`config.mk`:
```
export PLATFORM = sky130hd
export DESIGN_NAME = control_unit_flat
export DESIGN_NICKNAME = d
export VERILOG_FILES = /design/src/rtl/cpu_pkg.sv /design/src/rtl/control_unit_if.sv /design/src/rtl/cu_decoder.sv /design/src/rtl/control_unit.sv /design/src/flat_wrapper.sv
export SDC_FILE = /design/constraint.sdc
export NUM_CORES = 1
export LEC_CHECK = 0
export ABC_CLOCK_PERIOD_IN_PS = 2400
export BUFFER_PORTS_ARGS = -buffer_cell sky130_fd_sc_hd__buf_2
export CORE_MARGIN = 2
export CORE_UTILIZATION = 40
export CTS_CLUSTER_DIAMETER = 30
export DETAILED_ROUTE_END_ITERATION = 10
export PLACE_DENSITY = 0.78
export SYNTH_ARGS = -nofsm -noshare
export SYNTH_HDL_FRONTEND = slang
export SYNTH_SLANG_ARGS = --single-unit
```
`constraint.sdc`:
```
create_clock -name clk -period 2.4 [get_ports clk]
set_input_delay 0.36 -clock clk [delete_from_list [all_inputs] [get_ports clk]]
set_output_delay 0.36 -clock clk [all_outputs]
set_load 0.01 [all_outputs]
```
`src/rtl/cpu_pkg.sv`:
```
// cpu_pkg: opcodes, ALU operations, FSM states and the control word shared by the control unit
package cpu_pkg;
  localparam logic [4:0] OP_LD   = 5'b00000;
  localparam logic [4:0] OP_LDI  = 5'b00001;
  localparam logic [4:0] OP_ST   = 5'b00010;
  localparam logic [4:0] OP_ADD  = 5'b00011;
  localparam logic [4:0] OP_SUB  = 5'b00100;
  localparam logic [4:0] OP_AND  = 5'b01001;
  localparam logic [4:0] OP_OR   = 5'b01010;
  localparam logic [4:0] OP_ADDI = 5'b01011;
  localparam logic [4:0] OP_ANDI = 5'b01100;
  localparam logic [4:0] OP_ORI  = 5'b01101;
  localparam logic [4:0] OP_BR   = 5'b10010;
  localparam logic [4:0] OP_IN   = 5'b10101;
  localparam logic [4:0] OP_OUT  = 5'b10110;
  localparam logic [4:0] OP_NOP  = 5'b11001;
  localparam logic [4:0] OP_HALT = 5'b11010;
  localparam logic [4:0] ALU_ADD = 5'd3;
  localparam logic [4:0] ALU_SUB = 5'd4;
  localparam logic [4:0] ALU_AND = 5'd9;
  localparam logic [4:0] ALU_OR  = 5'd10;
  localparam logic [4:0] ALU_INC = 5'd12;
  // T0..T7 must stay consecutive: the sequencer advances by incrementing
  typedef enum logic [3:0] {
    S_RESET, S_T0, S_T1, S_T2, S_T3, S_T4, S_T5, S_T6, S_T7, S_HALT
  } state_t;
  typedef enum logic [3:0] {
    C_RR, C_IMM, C_LD, C_LDI, C_ST, C_BR, C_IN, C_OUT, C_NOP, C_HALT
  } iclass_t;
  typedef struct packed {
    logic       PCout;
    logic       Zlowout;
    logic       MDRout;
    logic       BAout;
    logic       Cout;
    logic       InPortOut;
    logic       PCin;
    logic       MARin;
    logic       MDRin;
    logic       IRin;
    logic       Yin;
    logic       Zin;
    logic       Rin;
    logic       CONin;
    logic       OutportIn;
    logic       Gra;
    logic       Grb;
    logic       Grc;
    logic       Rout;
    logic       Read;
    logic       Write;
    logic [4:0] OpCode;
  } ctrl_t;
endpackage

```
`src/rtl/control_unit_if.sv`:
```
// control_unit_if: instruction/status inputs and datapath strobes of the control unit
// CU_MEM_WAIT_EN adds the Mem_ready handshake input.
interface control_unit_if;
  logic [31:0] IR;
  logic        CON_FF;
  logic        Stop;
  logic        Run;
`ifdef CU_MEM_WAIT_EN
  logic        Mem_ready;
`endif
  logic PCout, Zlowout, MDRout, BAout, Cout, InPortOut;
  logic PCin, MARin, MDRin, IRin, Yin, Zin, Rin, CONin, OutportIn;
  logic Gra, Grb, Grc, Rout;
  logic Read, Write;
  logic [4:0] OpCode;
  modport master (
`ifdef CU_MEM_WAIT_EN
    input  Mem_ready,
`endif
    input  IR, CON_FF, Stop,
    output Run, PCout, Zlowout, MDRout, BAout, Cout, InPortOut,
    output PCin, MARin, MDRin, IRin, Yin, Zin, Rin, CONin, OutportIn,
    output Gra, Grb, Grc, Rout, Read, Write, OpCode
  );
  modport slave (
`ifdef CU_MEM_WAIT_EN
    output Mem_ready,
`endif
    output IR, CON_FF, Stop,
    input  Run, PCout, Zlowout, MDRout, BAout, Cout, InPortOut,
    input  PCin, MARin, MDRin, IRin, Yin, Zin, Rin, CONin, OutportIn,
    input  Gra, Grb, Grc, Rout, Read, Write, OpCode
  );
endinterface

```
`src/rtl/cu_decoder.sv`:
```
// cu_decoder: maps an opcode to its instruction class and the ALU op of its arithmetic step
module cu_decoder
  import cpu_pkg::*;
(
  input  logic [4:0] opcode,
  output iclass_t    cls,
  output logic [4:0] alu_op
);
  // undefined opcodes fall through as nop
  always_comb begin
    cls    = C_NOP;
    alu_op = ALU_ADD;
    case (opcode)
      OP_LD:   cls = C_LD;
      OP_LDI:  cls = C_LDI;
      OP_ST:   cls = C_ST;
      OP_ADD:  cls = C_RR;
      OP_SUB:  begin cls = C_RR;  alu_op = ALU_SUB; end
      OP_AND:  begin cls = C_RR;  alu_op = ALU_AND; end
      OP_OR:   begin cls = C_RR;  alu_op = ALU_OR;  end
      OP_ADDI: cls = C_IMM;
      OP_ANDI: begin cls = C_IMM; alu_op = ALU_AND; end
      OP_ORI:  begin cls = C_IMM; alu_op = ALU_OR;  end
      OP_BR:   cls = C_BR;
      OP_IN:   cls = C_IN;
      OP_OUT:  cls = C_OUT;
      OP_NOP:  cls = C_NOP;
      OP_HALT: cls = C_HALT;
      default: cls = C_NOP;
    endcase
  end
endmodule

```
`src/rtl/control_unit.sv`:
```
// control_unit: Moore sequencer issuing fetch/execute control strobes for the CPU datapath
// CU_MEM_WAIT_EN: hold T1 and ld T6 until Mem_ready=1.
module control_unit
  import cpu_pkg::*;
(
  input logic            clk,
  input logic            clr,
  control_unit_if.master cu
);
  state_t     state, state_nx;
  iclass_t    cls;
  logic [4:0] alu_op;
  logic       last, stall;
  ctrl_t      c;
  cu_decoder u_dec (.opcode(cu.IR[31:27]), .cls(cls), .alu_op(alu_op));
`ifdef CU_MEM_WAIT_EN
  assign stall = !cu.Mem_ready && (state == S_T1 || (state == S_T6 && cls == C_LD));
`else
  assign stall = 1'b0;
`endif
  // last step of each instruction: the only point where Stop is honoured
  assign last = state == S_T7 ||
                (state == S_T3 && cls inside {C_IN, C_OUT, C_NOP}) ||
                (state == S_T5 && cls inside {C_RR, C_IMM, C_LDI}) ||
                (state == S_T6 && cls == C_BR);
  always_ff @(posedge clk or negedge clr)
    if (!clr) state <= S_RESET;
    else      state <= state_nx;
  always_comb begin
    state_nx = state;
    if (state == S_RESET) state_nx = S_T0;
    else if (state == S_HALT || (state == S_T3 && cls == C_HALT)) state_nx = S_HALT;
    else if (last) state_nx = cu.Stop ? S_HALT : S_T0;
    else if (!stall) state_nx = state_t'(state + 4'd1);
  end
  always_comb begin
    c = '0;
    case (state)
      S_T0: begin c.PCout = 1'b1; c.MARin = 1'b1; c.Zin = 1'b1; c.OpCode = ALU_INC; end
      S_T1: begin c.Zlowout = 1'b1; c.PCin = 1'b1; c.Read = 1'b1; c.MDRin = 1'b1; end
      S_T2: begin c.MDRout = 1'b1; c.IRin = 1'b1; end
      S_T3:
        case (cls)
          C_RR, C_IMM:       begin c.Grb = 1'b1; c.Rout = 1'b1; c.Yin = 1'b1; end
          C_LD, C_LDI, C_ST: begin c.Grb = 1'b1; c.BAout = 1'b1; c.Yin = 1'b1; end
          C_BR:              begin c.Gra = 1'b1; c.Rout = 1'b1; c.CONin = 1'b1; end
          C_IN:              begin c.Gra = 1'b1; c.Rin = 1'b1; c.InPortOut = 1'b1; end
          C_OUT:             begin c.Gra = 1'b1; c.Rout = 1'b1; c.OutportIn = 1'b1; end
          default: ;
        endcase
      S_T4:
        case (cls)
          C_RR:                     begin c.Grc = 1'b1; c.Rout = 1'b1; c.Zin = 1'b1; c.OpCode = alu_op; end
          C_IMM, C_LD, C_LDI, C_ST: begin c.Cout = 1'b1; c.Zin = 1'b1; c.OpCode = alu_op; end
          C_BR:                     begin c.PCout = 1'b1; c.Yin = 1'b1; end
          default: ;
        endcase
      S_T5:
        case (cls)
          C_RR, C_IMM, C_LDI: begin c.Zlowout = 1'b1; c.Gra = 1'b1; c.Rin = 1'b1; end
          C_LD, C_ST:         begin c.Zlowout = 1'b1; c.MARin = 1'b1; end
          C_BR:               begin c.Cout = 1'b1; c.Zin = 1'b1; c.OpCode = ALU_ADD; end
          default: ;
        endcase
      S_T6:
        case (cls)
          C_LD:    begin c.Read = 1'b1; c.MDRin = 1'b1; end
          C_ST:    begin c.Gra = 1'b1; c.Rout = 1'b1; c.MDRin = 1'b1; end
          C_BR:    begin c.Zlowout = 1'b1; c.PCin = cu.CON_FF; end
          default: ;
        endcase
      S_T7:
        case (cls)
          C_LD:    begin c.MDRout = 1'b1; c.Gra = 1'b1; c.Rin = 1'b1; end
          C_ST:    c.Write = 1'b1;
          default: ;
        endcase
      default: ;
    endcase
  end
  assign cu.Run = state != S_HALT;
  assign {cu.PCout, cu.Zlowout, cu.MDRout, cu.BAout, cu.Cout, cu.InPortOut,
          cu.PCin, cu.MARin, cu.MDRin, cu.IRin, cu.Yin, cu.Zin, cu.Rin, cu.CONin, cu.OutportIn,
          cu.Gra, cu.Grb, cu.Grc, cu.Rout, cu.Read, cu.Write, cu.OpCode} = c;
endmodule
```
`src/flat_wrapper.sv`:
```
// flat-port wrapper written by rule: the top's interface ports become plain ports
module control_unit_flat import cpu_pkg::*;
  (clk, clr, cu_IR, cu_CON_FF, cu_Stop, cu_Run, cu_PCout, cu_Zlowout, cu_MDRout, cu_BAout, cu_Cout, cu_InPortOut, cu_PCin, cu_MARin, cu_MDRin, cu_IRin, cu_Yin, cu_Zin, cu_Rin, cu_CONin, cu_OutportIn, cu_Gra, cu_Grb, cu_Grc, cu_Rout, cu_Read, cu_Write, cu_OpCode);
  control_unit_if cu_i ();
  input logic clk;
  input logic clr;
  input wire logic [$bits(cu_i.IR)-1:0] cu_IR;
  input wire logic [$bits(cu_i.CON_FF)-1:0] cu_CON_FF;
  input wire logic [$bits(cu_i.Stop)-1:0] cu_Stop;
  output wire logic [$bits(cu_i.Run)-1:0] cu_Run;
  output wire logic [$bits(cu_i.PCout)-1:0] cu_PCout;
  output wire logic [$bits(cu_i.Zlowout)-1:0] cu_Zlowout;
  output wire logic [$bits(cu_i.MDRout)-1:0] cu_MDRout;
  output wire logic [$bits(cu_i.BAout)-1:0] cu_BAout;
  output wire logic [$bits(cu_i.Cout)-1:0] cu_Cout;
  output wire logic [$bits(cu_i.InPortOut)-1:0] cu_InPortOut;
  output wire logic [$bits(cu_i.PCin)-1:0] cu_PCin;
  output wire logic [$bits(cu_i.MARin)-1:0] cu_MARin;
  output wire logic [$bits(cu_i.MDRin)-1:0] cu_MDRin;
  output wire logic [$bits(cu_i.IRin)-1:0] cu_IRin;
  output wire logic [$bits(cu_i.Yin)-1:0] cu_Yin;
  output wire logic [$bits(cu_i.Zin)-1:0] cu_Zin;
  output wire logic [$bits(cu_i.Rin)-1:0] cu_Rin;
  output wire logic [$bits(cu_i.CONin)-1:0] cu_CONin;
  output wire logic [$bits(cu_i.OutportIn)-1:0] cu_OutportIn;
  output wire logic [$bits(cu_i.Gra)-1:0] cu_Gra;
  output wire logic [$bits(cu_i.Grb)-1:0] cu_Grb;
  output wire logic [$bits(cu_i.Grc)-1:0] cu_Grc;
  output wire logic [$bits(cu_i.Rout)-1:0] cu_Rout;
  output wire logic [$bits(cu_i.Read)-1:0] cu_Read;
  output wire logic [$bits(cu_i.Write)-1:0] cu_Write;
  output wire logic [$bits(cu_i.OpCode)-1:0] cu_OpCode;
  assign cu_i.IR = cu_IR;
  assign cu_i.CON_FF = cu_CON_FF;
  assign cu_i.Stop = cu_Stop;
  assign cu_Run = cu_i.Run;
  assign cu_PCout = cu_i.PCout;
  assign cu_Zlowout = cu_i.Zlowout;
  assign cu_MDRout = cu_i.MDRout;
  assign cu_BAout = cu_i.BAout;
  assign cu_Cout = cu_i.Cout;
  assign cu_InPortOut = cu_i.InPortOut;
  assign cu_PCin = cu_i.PCin;
  assign cu_MARin = cu_i.MARin;
  assign cu_MDRin = cu_i.MDRin;
  assign cu_IRin = cu_i.IRin;
  assign cu_Yin = cu_i.Yin;
  assign cu_Zin = cu_i.Zin;
  assign cu_Rin = cu_i.Rin;
  assign cu_CONin = cu_i.CONin;
  assign cu_OutportIn = cu_i.OutportIn;
  assign cu_Gra = cu_i.Gra;
  assign cu_Grb = cu_i.Grb;
  assign cu_Grc = cu_i.Grc;
  assign cu_Rout = cu_i.Rout;
  assign cu_Read = cu_i.Read;
  assign cu_Write = cu_i.Write;
  assign cu_OpCode = cu_i.OpCode;
  control_unit u_core (.clk(clk), .clr(clr), .cu(cu_i));
endmodule
```
; After elaboration in Yosys (flattened, before gate mapping)
; Cells that the tools add are included.
[totals]
regBits = 4
in_bits = 36
out_inout_bits = 27
word_cells = 101
[classes]
add_sub_neg = 1
eq_ne = 32
n_mux = 43
n_reduce_logical = 24
[ops]
columns = cell, n
row1 = 4-bit one-hot mux with 9 select lines, 1
row2 = "4-bit by 3-bit equality test with 1-bit output, second input constant", 8
row3 = "5-bit by 4-bit equality test with 1-bit output, second input constant", 5
row4 = 4-bit one-hot mux with 3 select lines, 2
row5 = "5-bit equality test, second input constant", 4
row6 = 4-bit two-way mux, 5
row7 = 1-bit two-way mux, 19
row8 = "4-bit by 2-bit equality test with 1-bit output, second input constant", 4
row9 = "4-bit equality test, second input constant", 4
row10 = 1-bit one-hot mux with 2 select lines, 8
row11 = 1-bit one-hot mux with 3 select lines, 4
row12 = 3-bit OR reduction, 4
row13 = 4-bit OR reduction, 3
row14 = "5-bit by 2-bit equality test with 1-bit output, second input constant", 2
row15 = "4-bit by 1-bit equality test with 1-bit output, second input constant", 2
row16 = 4-bit zero test, 2
row17 = 2-bit two-way mux, 3
row18 = 3-bit nonzero test, 2
row19 = 2-bit OR reduction, 3
row20 = "5-bit by 1-bit equality test with 1-bit output, second input constant", 1
row21 = "5-bit by 3-bit equality test with 1-bit output, second input constant", 1
row22 = 5-bit zero test, 1
row23 = 5-bit OR reduction, 1
row24 = "4-bit by 1-bit adder with 4-bit output, second input constant", 1
row25 = 4 further kinds, 10

; Depth between registers and ports, before layout
; Gate-level depths: netlist (run 1).
[depth]
depth_word = 12
depth_mapped = 7

; Cells and area by module
; Synthesis (run 1) repeated with hierarchy kept, for this count alone.
[hier_totals]
cells_unflattened = 155
hier_area_um2 = 1081.0
[by_module_without_submodules]
columns = module, n_inst, cells_each, area_each_um2, seq_area_each_um2
row1 = control_unit, 1, 113, 793.3, 100.1
row2 = cu_decoder, 1, 42, 287.8, 0.0

; Worst setup path before layout (run 1)
; No wires, ideal clock.
[synth_path]
path_type = input to output
start = input port cu_IR[27]
end = output port cu_Rout
arrival_ns = 1.647
t_required_ns = 2.040
path_slack_ns = 0.393
stages = 6
path_buffers = 1
cell_sequence = buf_2 -> or2_1 -> a211o_1 -> a31oi_1 -> nor2_1 -> or3b_1
[synth_between]
elab_chain_cells = 7
[synth_lines]
columns = element, line
row1 = start: declaration, flat_wrapper.sv:7  ; input wire logic [$bits(cu_i.IR)-1:0] cu_IR;
row2 = "5-bit by 4-bit equality test with 1-bit output, or another cell as far along", cu_decoder.sv:13  ; case (opcode)
row3 = 4-bit OR reduction (no source line) or 3-bit OR reduction (tied branches), n/a
row4 = 4-bit one-hot mux with 9 select lines *, cu_decoder.sv:13
row5 = "4-bit by 3-bit equality test with 1-bit output, or another cell as far along", control_unit.sv:43  ; case (cls)
row6 = 4-bit OR reduction (no source line), n/a
row7 = 1-bit two-way mux, control_unit.sv:43
row8 = 1-bit one-hot mux with 3 select lines *, control_unit.sv:38  ; case (state)
row9 = end: declaration, flat_wrapper.sv:29  ; output wire logic [$bits(cu_i.Rout)-1:0] cu_Rout;
; Mark *: on every way between the ends. The rest lies on a longest branch, timed or not.

; Final worst setup path (run 1)
; Same ends and word-level chain as after synthesis.

==> run_results.csv, run 1 <==
group,metric,value,unit
worst_setup_path,critical_path.max_fanout,20,
timing,final_critical_path_setup_slack,0.143,ns
placed_design,dpl_cell_area,0.00115,sq mm
timing,hold_violations,0,
timing,fmaxAchievable,0.443,GHz
timing,post-route-min-period,2.26,ns
die,floorplan.die_area,0.00279,sq mm
die,io_pins,63,
global_routing,global_route_wire_length_before_repair,4.65,mm
cts,path_clk_slew,0.03,ns
power_and_ir_drop,p_leak,0.579,nW
die,fp-row-count,17,
timing,fin_worst_skew,0.000497,ns
placed_design,dpl_worst_slack,0.167,ns
cts,cts_root_buffer,"clkbuf_4",
placed_design,place_hpwl,2.15,mm
synthesis,syn_inst,146,
routing,routed_wl,2.75,mm
routing,wl_per_cell,13.2,microns
synthesis,netlist-cell-type-count,42,
timing,finalSetupTns,0,ns
final_layout,postLayoutCoreUtil,53.4,%
power_and_ir_drop,power.ir.vdd_worst,0.000630,V
synthesis,postSynth.topFlopCell,"dfrtp_1",
global_routing,grt_start_max_net_pins,22,
final_layout,area.growth.synth_to_final,25.2,%
power_and_ir_drop,power.total,0.813,mW
synthesis,synth_fp_nets,186,
timing,report.final.slew_viol_count,0,
cts,tritoncts.num_buffers,3,
timing,fin_worst_hold_slack,0.422,ns
routing,detailroute.via_count,1185,
synthesis,synth-edff-count,0,
cts,clock_tree.htree_level_count,1,
worst_setup_path,critical_path_arrival,1.90,ns
outcome,status,"complete, no violations",
routing,detail_route.iter0.violations,37,
final_layout,layout-drive-gt1-share,28.3,%
die,die_h,52.8,microns
routing,drt.antenna.violating_nets,0,
cts,clock_sinks,4,
timing,min_period_over_period,94.1,%
final_layout,max_flop_register,"u_core.state",
final_layout,nNetsFinal,222,
synthesis,synth.ff_latch_count,4,
routing,drt_pre_antenna_iters,4,
cts,clock_tree_from_tritoncts,"done",
global_routing,groute.usage.overall,22.3,%
die,placeableCoreArea,0.00223,sq mm
final_layout,top_regs,"u_core.state x4",
cts,cts.path.max_buffers,2,
flow_run,timing.max_cap.violations,0,
final_layout,finish.instance_area,0.00119,sq mm
placed_design,place.gp.congestion,0.895,
global_routing,grt_pass1_vias,1060,
global_routing,grt_antenna_before_repair,0,
min_path,worst_hold_path_type,"in2reg",
synthesis,yosysWarnings,0,
synthesis,seq_area_frac_synth,10.5,%
routing,detail_route.drc_violations,0,
placed_design,io_buffer_count,34,
worst_setup_path,setup.worst_path.end_class,"output port",
final_layout,layout.cells.non_filler,208,
placed_design,post-place-cells,204,
cts,clkLatencyLatePin,0.23,ns
die,floorplan.initialDensity,42.7,%
synthesis,async_reset_ff_share,100,%
synthesis,cell_area_synth,953,sq um
synthesis,postSynthAreaPerCell,6.53,sq um
global_routing,overflow,0,
timing,setup_violations,0,
worst_setup_path,crit_required,2.04,ns
final_layout,largest_register_ffs,4,
final_layout,diodes,0,
routing,drt-vias-per-instance,5.70,
die,dieWidth,52.8,microns
worst_setup_path,critical_path_class,"in2out",
power_and_ir_drop,powerDensity,681,mW/mm^2
timing,grt_setup_unrepaired,"no",
worst_setup_path,critical_path.startpoint_type,"primary input",
-- worst max-delay path: stages --
cell and delay [ns]:
buf_2 0.20, or2_1 0.31, a211o_1 0.31, a31oi_1 0.16, nor2_1 0.05, or3b_1 0.36, buf_2 0.15
-- path summary, 6_finish.rpt --
path	cells after the start	end	slack (ns)	from
max in group asynchronous	2	u_core.state[1]	1.82	clr
min in group asynchronous	2	u_core.state[3]	0.46	clr
setup / recovery	7	cu_Rout	0.14	cu_IR[27]
hold reg to reg	2	u_core.state[0]	0.64	u_core.state[0]
hold / removal	3	u_core.state[3]	0.42	cu_Stop
setup reg to reg	7	u_core.state[0]	0.42	u_core.state[0]
-- cell usage after synthesis (5+ instances only) --
| master | instances | area [sq um] |
|---|---|---|
| nand2_1 | 16 | 60.1 |
| nand4_1 | 5 | 31.3 |
| nand3_1 | 5 | 25.0 |
| a21oi_1 | 9 | 45.0 |
| inv_1 | 6 | 22.5 |
| nand2b_1 | 7 | 43.8 |
| nor3_1 | 8 | 40.0 |
| nor2_1 | 15 | 56.3 |
| nor2b_1 | 6 | 37.5 |
| o21ai_0 | 7 | 35.0 |
| clkbuf_1 | 6 | 22.5 |
-- cell usage in the layout, fill, tap and decap left out, types with 2 or more instances in the layout --
| master | instances |
|---|---|
| nand3_1 | 5 |
| xnor2_1 | 2 |
| o21ai_0 | 7 |
| dfrtp_1 | 4 |
| and2b_1 | 2 |
| nor3b_1 | 3 |
| nor2_1 | 15 |
| buf_2 | 34 |
| or2_2 | 2 |
| a21oi_1 | 9 |
| buf_4 | 7 |
| a31oi_1 | 2 |
| nand4_1 | 5 |
| nand3b_1 | 3 |
| nand2_1 | 16 |
| xor2_1 | 2 |
| and2_1 | 3 |
| o311ai_0 | 2 |
| mux2i_1 | 2 |
| nor2b_1 | 6 |
| ha_1 | 4 |
| clkbuf_4 | 3 |
| nand2b_1 | 7 |
| o211ai_1 | 3 |
| inv_1 | 6 |
| or3_1 | 2 |
| or3_4 | 2 |
| nor3_1 | 8 |
-- kinds of logic (layout without fill, tap and decap cells) --
| logic type | count (synthesis) | count (layout) | synth area share, % |
|---|---|---|---|
| DFF | 4 | 4 | 10.5 |
| adders and majority gates | 4 | 4 | 5.25 |
| and+or+nand+nor | 83 | 83 | 47.9 |
| AOI/OAI and AO/OA | 31 | 31 | 21.9 |
| xor gates and xnor gates | 4 | 4 | 3.68 |
| other | 1 | 1 | 0.393 |
| muxes | 2 | 2 | 2.10 |
| buffers and inverters | 17 | 51 | 8.27 |
-- power breakdown --
group	switching (mW)	internal, mW	leakage, nW	total [mW]
registers	0.0258	0.102	0.0478	0.128
logic	0.349	0.256	0.517	0.605
clock network	0.0243	0.0557	0.0138	0.0800
total	0.399	0.414	0.579	0.813
-- area by class of cell --
| type | count | area [sq um] |
|---|---|---|
| fillers | 222 | 1040 |
| multi-input cells | 125 | 781 |
| repair buffers | 42 | 233 |
| flip-flops and latches | 4 | 100 |
| well taps | 28 | 35.0 |
| clock buffers | 3 | 22.5 |
| inverters | 6 | 22.5 |
-- what timing repair did --
action	in CTS	in global routing
setup endpoints to repair	0	2
buffers inserted	0	0
hold buffers	1	0
endpoints found under the hold margin	4	0
gates resized for setup	0	2
-- per-layer routing --
layer  routed length, microns  up-vias  GRT usage [%]  part of all wire (%)
li1                         -      586              -                     -
met5                        0        -              0                     0
met1                     1140      539           26.5                    41
met3                      166        6           5.43                   6.0
met4                       51        0           12.0                   1.9
met2                     1390       54           36.5                    51
Power figures use the tool's default switching activity.
==> run 2: changes to the inputs <==
--- a/config.mk
+++ b/config.mk
@@ -6,12 +6,12 @@
 export NUM_CORES = 1
 export LEC_CHECK = 0
 export ABC_CLOCK_PERIOD_IN_PS = 2400
-export BUFFER_PORTS_ARGS = -buffer_cell sky130_fd_sc_hd__buf_2
 export CORE_MARGIN = 2
 export CORE_UTILIZATION = 40
 export CTS_CLUSTER_DIAMETER = 30
 export DETAILED_ROUTE_END_ITERATION = 10
-export PLACE_DENSITY = 0.78
+export DONT_BUFFER_PORTS = 1
+export PLACE_DENSITY = 0.55
 export SYNTH_ARGS = -nofsm -noshare
 export SYNTH_HDL_FRONTEND = slang
 export SYNTH_SLANG_ARGS = --single-unit
==> run 2 against run 1 <==
Critical path depth increased by 1. Sequential share of layout area increased by 1.3 points. Die area unchanged. Global-route usage decreased by 1.7 points. Via count decreased by 12%. Worst setup slack improved by 0.029 ns.
==> run_results.csv, run 2 (synthesis gave the netlist of run 1 again) <==
group,metric,value,unit
outcome,status,"complete, no violations",
die,io_pins,63,
routing,drt_pre_antenna_iters,4,
routing,detail_route.iter0.violations,19,
die,dieWidth,52.8,microns
final_layout,most-common-layout-cells,"16 x nand2_1, 14 x nor2_1, 9 x a21oi_1",
timing,report.final.slew_viol_count,0,
flow_run,timing.max_cap.violations,0,
routing,detail_route.drc_violations,0,
placed_design,place.gp.congestion,0.839,
placed_design,io_buffer_count,0,
final_layout,nNetsFinal,189,
die,die_h,52.8,microns
global_routing,global_route_wire_length_before_repair,4.35,mm
final_layout,largest_register_ffs,4,
timing,fin_worst_hold_slack,0.335,ns
worst_setup_path,setup.worst_path.end_class,"output port",
routing,routed_wl,2.71,mm
worst_setup_path,critical_path_arrival,1.87,ns
timing,min_period_over_period,92.9,%
global_routing,overflow,0,
die,floorplan.die_area,0.00279,sq mm
final_layout,area.growth.synth_to_final,8.53,%
cts,cts.path.max_buffers,2,
final_layout,max_flop_register,"u_core.state",
routing,met2RoutedLength,1.21,mm
die,placeableCoreArea,0.00223,sq mm
timing,fin_worst_skew,0.00113,ns
routing,met3WireLength,142,microns
timing,post-route-min-period,2.23,ns
power_and_ir_drop,p_leak,0.414,nW
routing,route.layer.met1.wl,1.33,mm
routing,detailroute.via_count,1047,
worst_setup_path,critical_path.startpoint_type,"register",
final_layout,mostFrequentLayoutCell,"nand2_1",
worst_setup_path,critical_path.max_fanout,5,
cts,clock_sinks,4,
final_layout,top_regs,"u_core.state x4",
worst_setup_path,crit_required,2.04,ns
placed_design,place_hpwl,2.05,mm
final_layout,layout-drive-gt1-share,13.6,%
die,fp-row-count,17,
worst_setup_path,critical_path_class,"reg2out",
timing,setup_violations,0,
min_path,worst_hold_path_type,"in2reg",
routing,top_layer_used,"met4",
cts,cts_root_buffer,"clkbuf_4",
timing,fmaxAchievable,0.449,GHz
routing,drt.antenna.violating_nets,0,
power_and_ir_drop,powerDensity,703,mW/mm^2
timing,hold_violations,0,
global_routing,grt_pass1_vias,974,
global_routing,grt_start_max_net_pins,22,
routing,drt-vias-per-instance,5.98,
cts,clock_tree.htree_level_count,1,
die,floorplan.initialDensity,42.7,%
timing,finalSetupTns,0,ns
cts,clock_tree_from_tritoncts,"done",
final_layout,diodes,0,
timing,grt_setup_unrepaired,"no",
cts,clkLatencyLatePin,0.22,ns
final_layout,num-fill-cells,237,
cts,tritoncts.num_buffers,3,
cts,path_clk_slew,0.03,ns
routing,wl_per_cell,15.5,microns
power_and_ir_drop,power.ir.vdd_worst,0.000638,V
global_routing,groute.usage.overall,20.6,%
global_routing,grt_antenna_before_repair,0,
run 2: worst paths after layout:
check | cells past startpoint | start | slack, ns | endpoint
setup / recovery | 8 | u_core.state[0] | 0.17 | cu_Gra
hold / removal | 2 | cu_Stop | 0.34 | u_core.state[3]
setup reg to reg | 7 | u_core.state[0] | 0.44 | u_core.state[0]
hold reg to reg | 2 | u_core.state[0] | 0.64 | u_core.state[0]
max in group asynchronous | 1 | clr | 1.84 | u_core.state[3]
min in group asynchronous | 1 | clr | 0.40 | u_core.state[1]
run 2: metal layers:
layer | track usage (%) | vias up
met5 | 0 | -
met4 | 5.98 | 0
met3 | 3.43 | 4
met2 | 32.9 | 32
met1 | 28.2 | 493
li1 | - | 518
run 2: metrics by stage:
stage	cells	setup slack (ns)	utilization [%]	power [mW]	area (sq um)
detailed placement	171	0.372	44.4	0.644	992
CTS	175	0.112	45.9	0.730	1020
global route	175	0.0140	46.3	0.796	1030
global placement	171	0.341	44.4	0.636	992
floorplan	146	0.393	-	0.541	953
finish	175	0.171	46.3	0.727	1030
run 2: report_power, final:
group,internal (mW),switching (mW),leakage (nW),total (mW)
clock,0.0555,0.0219,0.0138,0.0774
sequential,0.102,0.0271,0.0478,0.129
combinational,0.207,0.314,0.352,0.521
total,0.364,0.363,0.414,0.727
run 2: final cells by class:
| cell class | instances | area, sq um | area share [%] |
|---|---|---|---|
| Sequential cell | 4 | 100 | 9.67 |
| Clock buffer | 3 | 22.5 | 2.18 |
| Inverter | 6 | 22.5 | 2.18 |
| Multi-Input combinational cell | 125 | 785 | 75.8 |
| Timing Repair Buffer | 9 | 70.1 | 6.77 |
| Tap cell | 28 | 35.0 | 3.39 |
run 2: critical path, cell delays in order, from the launching register on:
cell and delay, ns:
dfrtp_1 0.42, inv_1 0.10, ha_1 0.17, nand3_1 0.12, a2111oi_2 0.34, buf_4 0.17
nor2_1 0.04, o311ai_0 0.10, buf_4 0.19
run 2: repair_timing:
action / in CTS / in global routing
hold endpoints to repair: 4 / 0
setup endpoints to repair: 0 / 1
buffers inserted: 0 / 0
hold buffers: 1 / 0
gates resized for setup: 0 / 4
